File: src/rtl/vga_timing_gen.sv
// -----------------------------------------------------------------------------
// vga_timing_gen
//   Pixel-clock VGA timing generator (640x480@60 with default parameters).
//   Two free-running counters walk the full raster.  Every output is a
//   registered decode of the counters, so all outputs share one cycle of
//   latency and stay mutually aligned.
//
//   Optional feature, enabled by defining SPRITE_WINDOW_EN:
//     a sprite window decode that produces sprite_on / sprite_addr.  The
//     window origin is shadowed once per frame, when the counters sit at
//     (0,0), so a sprite never tears mid-frame.
//
// Ports
//   vga_clk      in   1   pixel clock, all logic on rising edge
//   reset        in   1   synchronous, active-high
//   spr_x_in     in   10  sprite origin X          (SPRITE_WINDOW_EN)
//   spr_y_in     in   10  sprite origin Y          (SPRITE_WINDOW_EN)
//   sprite_on    out  1   pixel inside window      (SPRITE_WINDOW_EN)
//   sprite_addr  out  11  sprite ROM address       (SPRITE_WINDOW_EN)
//   DrawX        out  10  pixel column 0..H_TOT-1
//   DrawY        out  10  line 0..V_TOT-1
//   hs           out  1   horizontal sync, active-low
//   vs           out  1   vertical sync, active-low
//   blank        out  1   1 = visible region
//   frame_start  out  1   1-cycle pulse while outputs show (0,0)
// -----------------------------------------------------------------------------
module vga_timing_gen #(
   parameter int H_VISIBLE = 640,
   parameter int H_FP      = 16,
   parameter int H_SYNC    = 96,
   parameter int H_BP      = 48,
   parameter int V_VISIBLE = 480,
   parameter int V_FP      = 10,
   parameter int V_SYNC    = 2,
   parameter int V_BP      = 33
`ifdef SPRITE_WINDOW_EN
   ,
   parameter int SPR_W     = 21,
   parameter int SPR_H     = 45
`endif
) (
   input  logic        vga_clk,
   input  logic        reset,
`ifdef SPRITE_WINDOW_EN
   input  logic [9:0]  spr_x_in,
   input  logic [9:0]  spr_y_in,
   output logic        sprite_on,
   output logic [10:0] sprite_addr,
`endif
   output logic [9:0]  DrawX,
   output logic [9:0]  DrawY,
   output logic        hs,
   output logic        vs,
   output logic        blank,
   output logic        frame_start
);

   localparam int H_TOT = H_VISIBLE + H_FP + H_SYNC + H_BP;
   localparam int V_TOT = V_VISIBLE + V_FP + V_SYNC + V_BP;

   localparam logic [9:0] H_LAST     = 10'(H_TOT - 1);
   localparam logic [9:0] V_LAST     = 10'(V_TOT - 1);
   localparam logic [9:0] H_VIS_END  = 10'(H_VISIBLE);
   localparam logic [9:0] V_VIS_END  = 10'(V_VISIBLE);
   localparam logic [9:0] HS_BEGIN   = 10'(H_VISIBLE + H_FP);
   localparam logic [9:0] HS_END     = 10'(H_VISIBLE + H_FP + H_SYNC);
   localparam logic [9:0] VS_BEGIN   = 10'(V_VISIBLE + V_FP);
   localparam logic [9:0] VS_END     = 10'(V_VISIBLE + V_FP + V_SYNC);

   // raster counters
   logic [9:0] h_cnt_q, h_cnt_d;
   logic [9:0] v_cnt_q, v_cnt_d;
   logic       h_wrap;
   logic       at_origin;

   // registered timing outputs
   logic [9:0] draw_x_q, draw_x_d;
   logic [9:0] draw_y_q, draw_y_d;
   logic       hs_q, hs_d;
   logic       vs_q, vs_d;
   logic       blank_q, blank_d;
   logic       frame_start_q, frame_start_d;

   // -------------------------------------------------------------------------
   // Counter next-state
   // -------------------------------------------------------------------------
   always_comb begin
      h_wrap    = (h_cnt_q == H_LAST);
      at_origin = (h_cnt_q == 10'd0) && (v_cnt_q == 10'd0);

      h_cnt_d = h_cnt_q + 10'd1;
      v_cnt_d = v_cnt_q;
      if (h_wrap) begin
         h_cnt_d = 10'd0;
         if (v_cnt_q == V_LAST) begin
            v_cnt_d = 10'd0;
         end else begin
            v_cnt_d = v_cnt_q + 10'd1;
         end
      end
   end

   // -------------------------------------------------------------------------
   // Timing decode of the current counter position
   // -------------------------------------------------------------------------
   always_comb begin
      draw_x_d      = h_cnt_q;
      draw_y_d      = v_cnt_q;
      blank_d       = (h_cnt_q < H_VIS_END) && (v_cnt_q < V_VIS_END);
      hs_d          = !((h_cnt_q >= HS_BEGIN) && (h_cnt_q < HS_END));
      vs_d          = !((v_cnt_q >= VS_BEGIN) && (v_cnt_q < VS_END));
      frame_start_d = at_origin;
   end

   always_ff @(posedge vga_clk) begin
      if (reset) begin
         h_cnt_q       <= 10'd0;
         v_cnt_q       <= 10'd0;
         draw_x_q      <= 10'd0;
         draw_y_q      <= 10'd0;
         hs_q          <= 1'b1;
         vs_q          <= 1'b1;
         blank_q       <= 1'b0;
         frame_start_q <= 1'b0;
      end else begin
         h_cnt_q       <= h_cnt_d;
         v_cnt_q       <= v_cnt_d;
         draw_x_q      <= draw_x_d;
         draw_y_q      <= draw_y_d;
         hs_q          <= hs_d;
         vs_q          <= vs_d;
         blank_q       <= blank_d;
         frame_start_q <= frame_start_d;
      end
   end

   assign DrawX       = draw_x_q;
   assign DrawY       = draw_y_q;
   assign hs          = hs_q;
   assign vs          = vs_q;
   assign blank       = blank_q;
   assign frame_start = frame_start_q;

`ifdef SPRITE_WINDOW_EN
   // -------------------------------------------------------------------------
   // Sprite window
   // -------------------------------------------------------------------------
   localparam logic [10:0] SPR_W11 = 11'(SPR_W);
   localparam logic [10:0] SPR_H11 = 11'(SPR_H);

   logic [9:0]  ox_q, ox_d;
   logic [9:0]  oy_q, oy_d;
   logic [10:0] x_ext, y_ext, ox_ext, oy_ext;
   logic [10:0] dx, dy;
   logic        in_x, in_y;
   logic        sprite_on_q, sprite_on_d;
   logic [10:0] sprite_addr_q, sprite_addr_d;

   // The origin used for decode is the one being captured at (0,0), so the
   // whole frame, including its first pixel, sees one consistent origin.
   always_comb begin
      ox_d = ox_q;
      oy_d = oy_q;
      if (at_origin) begin
         ox_d = spr_x_in;
         oy_d = spr_y_in;
      end
   end

   // 11-bit compares keep ox+SPR_W from wrapping for windows near the edge.
   always_comb begin
      x_ext  = {1'b0, h_cnt_q};
      y_ext  = {1'b0, v_cnt_q};
      ox_ext = {1'b0, ox_d};
      oy_ext = {1'b0, oy_d};
      dx     = x_ext - ox_ext;
      dy     = y_ext - oy_ext;
      in_x   = (x_ext >= ox_ext) && (x_ext < (ox_ext + SPR_W11));
      in_y   = (y_ext >= oy_ext) && (y_ext < (oy_ext + SPR_H11));

      sprite_on_d   = blank_d && in_x && in_y;
      sprite_addr_d = 11'd0;
      if (sprite_on_d) begin
         sprite_addr_d = (dy * SPR_W11) + dx;
      end
   end

   always_ff @(posedge vga_clk) begin
      if (reset) begin
         ox_q          <= 10'd0;
         oy_q          <= 10'd0;
         sprite_on_q   <= 1'b0;
         sprite_addr_q <= 11'd0;
      end else begin
         ox_q          <= ox_d;
         oy_q          <= oy_d;
         sprite_on_q   <= sprite_on_d;
         sprite_addr_q <= sprite_addr_d;
      end
   end

   assign sprite_on   = sprite_on_q;
   assign sprite_addr = sprite_addr_q;
`endif

endmodule

File: config.mk
export PLATFORM = sky130hd
export DESIGN_NAME = vga_timing_gen
export DESIGN_NICKNAME = d
export VERILOG_FILES = /design/src/rtl/vga_timing_gen.sv
export SDC_FILE = /design/constraint.sdc
export NUM_CORES = 1
export LEC_CHECK = 0
export CORE_MARGIN = 2
export CORE_UTILIZATION = 46
export CTS_CLUSTER_SIZE = 20
export DETAILED_ROUTE_END_ITERATION = 12
export PLACE_DENSITY = 0.72
export SYNTH_ARGS = -nofsm -noshare
export SYNTH_HDL_FRONTEND = slang
export SYNTH_SLANG_ARGS = --single-unit
File: constraint.sdc
create_clock -name vga_clk -period 3.84 [get_ports vga_clk]
set_input_delay 0.576 -clock vga_clk [delete_from_list [all_inputs] [get_ports vga_clk]]
set_output_delay 0.576 -clock vga_clk [all_outputs]
set_load 0.02 [all_outputs]
==> results.md <==
* Status: complete, no violations
* Largest delay contributor family on the critical path: simple AND/OR/NAND/NOR gates
* Clk sink count at 44
* Worst slew pin tran at 444 ps
* Synth Flop Type: dfxtp_1
* Layout cell share with drive strength beyond 1 at between 5 and 6%
* Synth cell count leaders: dfxtp_1 (44), nor2_1 (21), nor2b_1 (15)
* Hold WC Path Type: flop to flop
* Yosys top cell by area: dfxtp_1
* Fin. max-slew vios at 0
* Via/cell ratio at 5.00
* Post-route ant nets at 0
* CTS root buf: clkbuf_4
* DIE HEIGHT at approximately 64 um
* Antenna violations before repair at 0
* Initial DRC Count at 28
* Setup violators final at 0
* Post-CTS Hold Fix Bufs at 0
* Syn Nets at around 180
* Post-CTS sizing at 0
* Diode count at 0
* Row cnt at 21
* Crit path launch type: flop
* Hold Fails Final Rpt at 0
* First-pass GRT wire length at just under 5 mm
* Placed Area at between 1500 and 2000 um^2
* CTS buffer count at 5
* Critical path class: flop to flop
* Most common cell in the netlist: dfxtp_1
* Crit-path max FO at 5
* Clk slew on worst S/H paths at 110 ps
* Peak supply drop at 198 uV
* Critical path arrival at 2270 ps
* GPL Wtd Cong at 0.811
* Multi-input gate area at 707 um^2
* Total track usage at 15.6%
* Fillers at 299
* Yosys warnings at 0
* NumNets Final at 207
* Design area at 1980 um^2
* Routed len/inst at 11.2 um
* Post-Route WL at around 2.8 mm
* Die W at 64.1 um
* Io pins at 26
* Final setup TNS at 0 ps
* WP buf/inv at 0
* Avg Cell Area, Syn at roughly 9.3 um^2
* Setup Skew at 2.33 ps
* Pleak at 0.712 nW
* Post-synth EDFFs at 0
* CTS Buffer Depth at 2
* CORE AREA at around 3400 um^2
* RSZ-0062 raised after global routing: false
* Die ar. at 4110 um^2
* Worst path max stage delay at 610 ps
* Placed cells at 240
* Mapped Area at 1660 um^2
* Final period utilization at 52.0%
* 1st-pass router iterations at 4
* GRT overflow at 0
* P&R area growth vs syn at 19.0%
* Fin Hold WS at ~490 ps
* Critical-path top delay cell: or4_4
* Latest clock arrival within the worst-skew pair at 340 ps
* Via count of the routed design at between 1,000 and 1,500
* Cells after synthesis at 178
* Non-filler instance count after layout at 247
* Synth Register Bits at 44
* DP HPWL at 2.00 mm
* Total power at 692 uW
* Fmax at 501 MHz
* H-tree depth at 2
* TritonCTS clock tree: yes
* FFs w/ async S/R, synth at 0%
* Critical path, cell by cell: ha_1 > nand4_1 > or4_4 > or3_1 > a21oi_1
* Initial Util at 49.0%
* Headroom to the max-slew limit at 70.2%
* Seq/Total Area, Yosys at roughly 53%
* Post-synth cell types at 27
* Max-Cap Viols at 0
* Post-CTS Setup Inserts at 0
* Worst Setup End Kind: flop
* Power per standard cell area at around 350 nW/um^2
* IO buf count at 25
* Dominant cells by area after synthesis: dfxtp_1 (53%), nor2b_1 (5.7%), nor2_1 (4.7%)
* Largest net degree at the start of global routing at 29
* Critical Path RT at around 4100 ps
* Minimum clock period at 2000 ps
* DRC viols at 0
* Synth top area share at between 50% and 60%
* Number of global-route vias before repair at 1,146
* Seq. cell area at a little under 900 um^2
## worst reg2reg max path, cell delays in order, from the launching register on
cell	delay (ps)
dfxtp_1	410
ha_1	240
nand4_1	180
or4_4	610
or3_1	360
a21oi_1	140
## routing by layer
layer / global-route usage (%) / routed length (um) / up-vias
met5: 0 / 0 / -
met4: 6.52 / 48 / 0
met3: 5.63 / 116 / 5
met2: 24.2 / 1270 / 25
met1: 19.5 / 1330 / 563
li1: - / - / 641
## metrics by stage
| step | worst slack [ps] | util, % |
|---|---|---|
| after global routing | 1690 | 58.3 |
| final | 1840 | 58.3 |
| after global placement | 1720 | 56.9 |
| after detailed placement | 1670 | 56.9 |
| after floorplan | 1960 | - |
| after CTS | 1830 | 58.3 |
## path summary, 6_finish.rpt
path | startpoint | slack [ps] | cells after the start | endpoint
worst max-delay path | draw_x_d[0] | 1840 | 5 | draw_y_d[9]
worst min-delay path | draw_x_d[0] | 490 | 1 | draw_x_d[0]
worst max register to register | draw_x_d[0] | 1840 | 5 | draw_y_d[9]
worst min register to register | draw_x_d[0] | 490 | 1 | draw_x_d[0]
## where the power goes
part,leakage [nW],switching (mW),internal [mW]
clock network,0.0281,0.127,0.0675
registers,0.356,0.00433,0.462
logic,0.328,0.0174,0.0135
## cells by family after synthesis
kind of cell / synth area share [%]
flip-flops: 53.1
AO/OA/AOI/OAI: 4.75
XOR/XNOR: 5.80
AND/OR/NAND/NOR: 29.0
buffers and inverters: 4.37
adder cells (fa/ha/maj): 3.01
## area by class of cell
| class | count | share of cell area [%] |
|---|---|---|
| clock inverter | 1 | 0.253 |
| multi-input combinational | 117 | 35.8 |
| inverter | 7 | 1.33 |
| tap | 46 | 2.91 |
| sequential | 44 | 44.6 |
| clock buffer | 6 | 2.09 |
| timing repair buffer | 26 | 13.0 |
## registers in the layout, summed over array words and instances (netlist names)
name,flops
DrawY,10
vs,1
draw_y_d,10
DrawX,10
hs,1
frame_start,1
draw_x_d,10
blank,1
## layout by cell type, fill, tap and decap left out, types with 4 or more instances in the layout
cell,netlist,routed
a21oi_1,7,7
and3_1,6,6
clkbuf_4,0,5
clkdlybuf4s50_1,0,25
dfxtp_1,44,44
ha_1,4,4
inv_1,7,7
nand2_1,7,7
nand3_1,7,7
nand4_1,4,4
nor2_1,21,21
nor2b_1,15,15
nor3_1,6,6
o21ai_0,7,7
or3_1,8,8
xnor2_1,7,7
xor2_1,4,4
No activity file was read; power rests on OpenSTA's default activity.
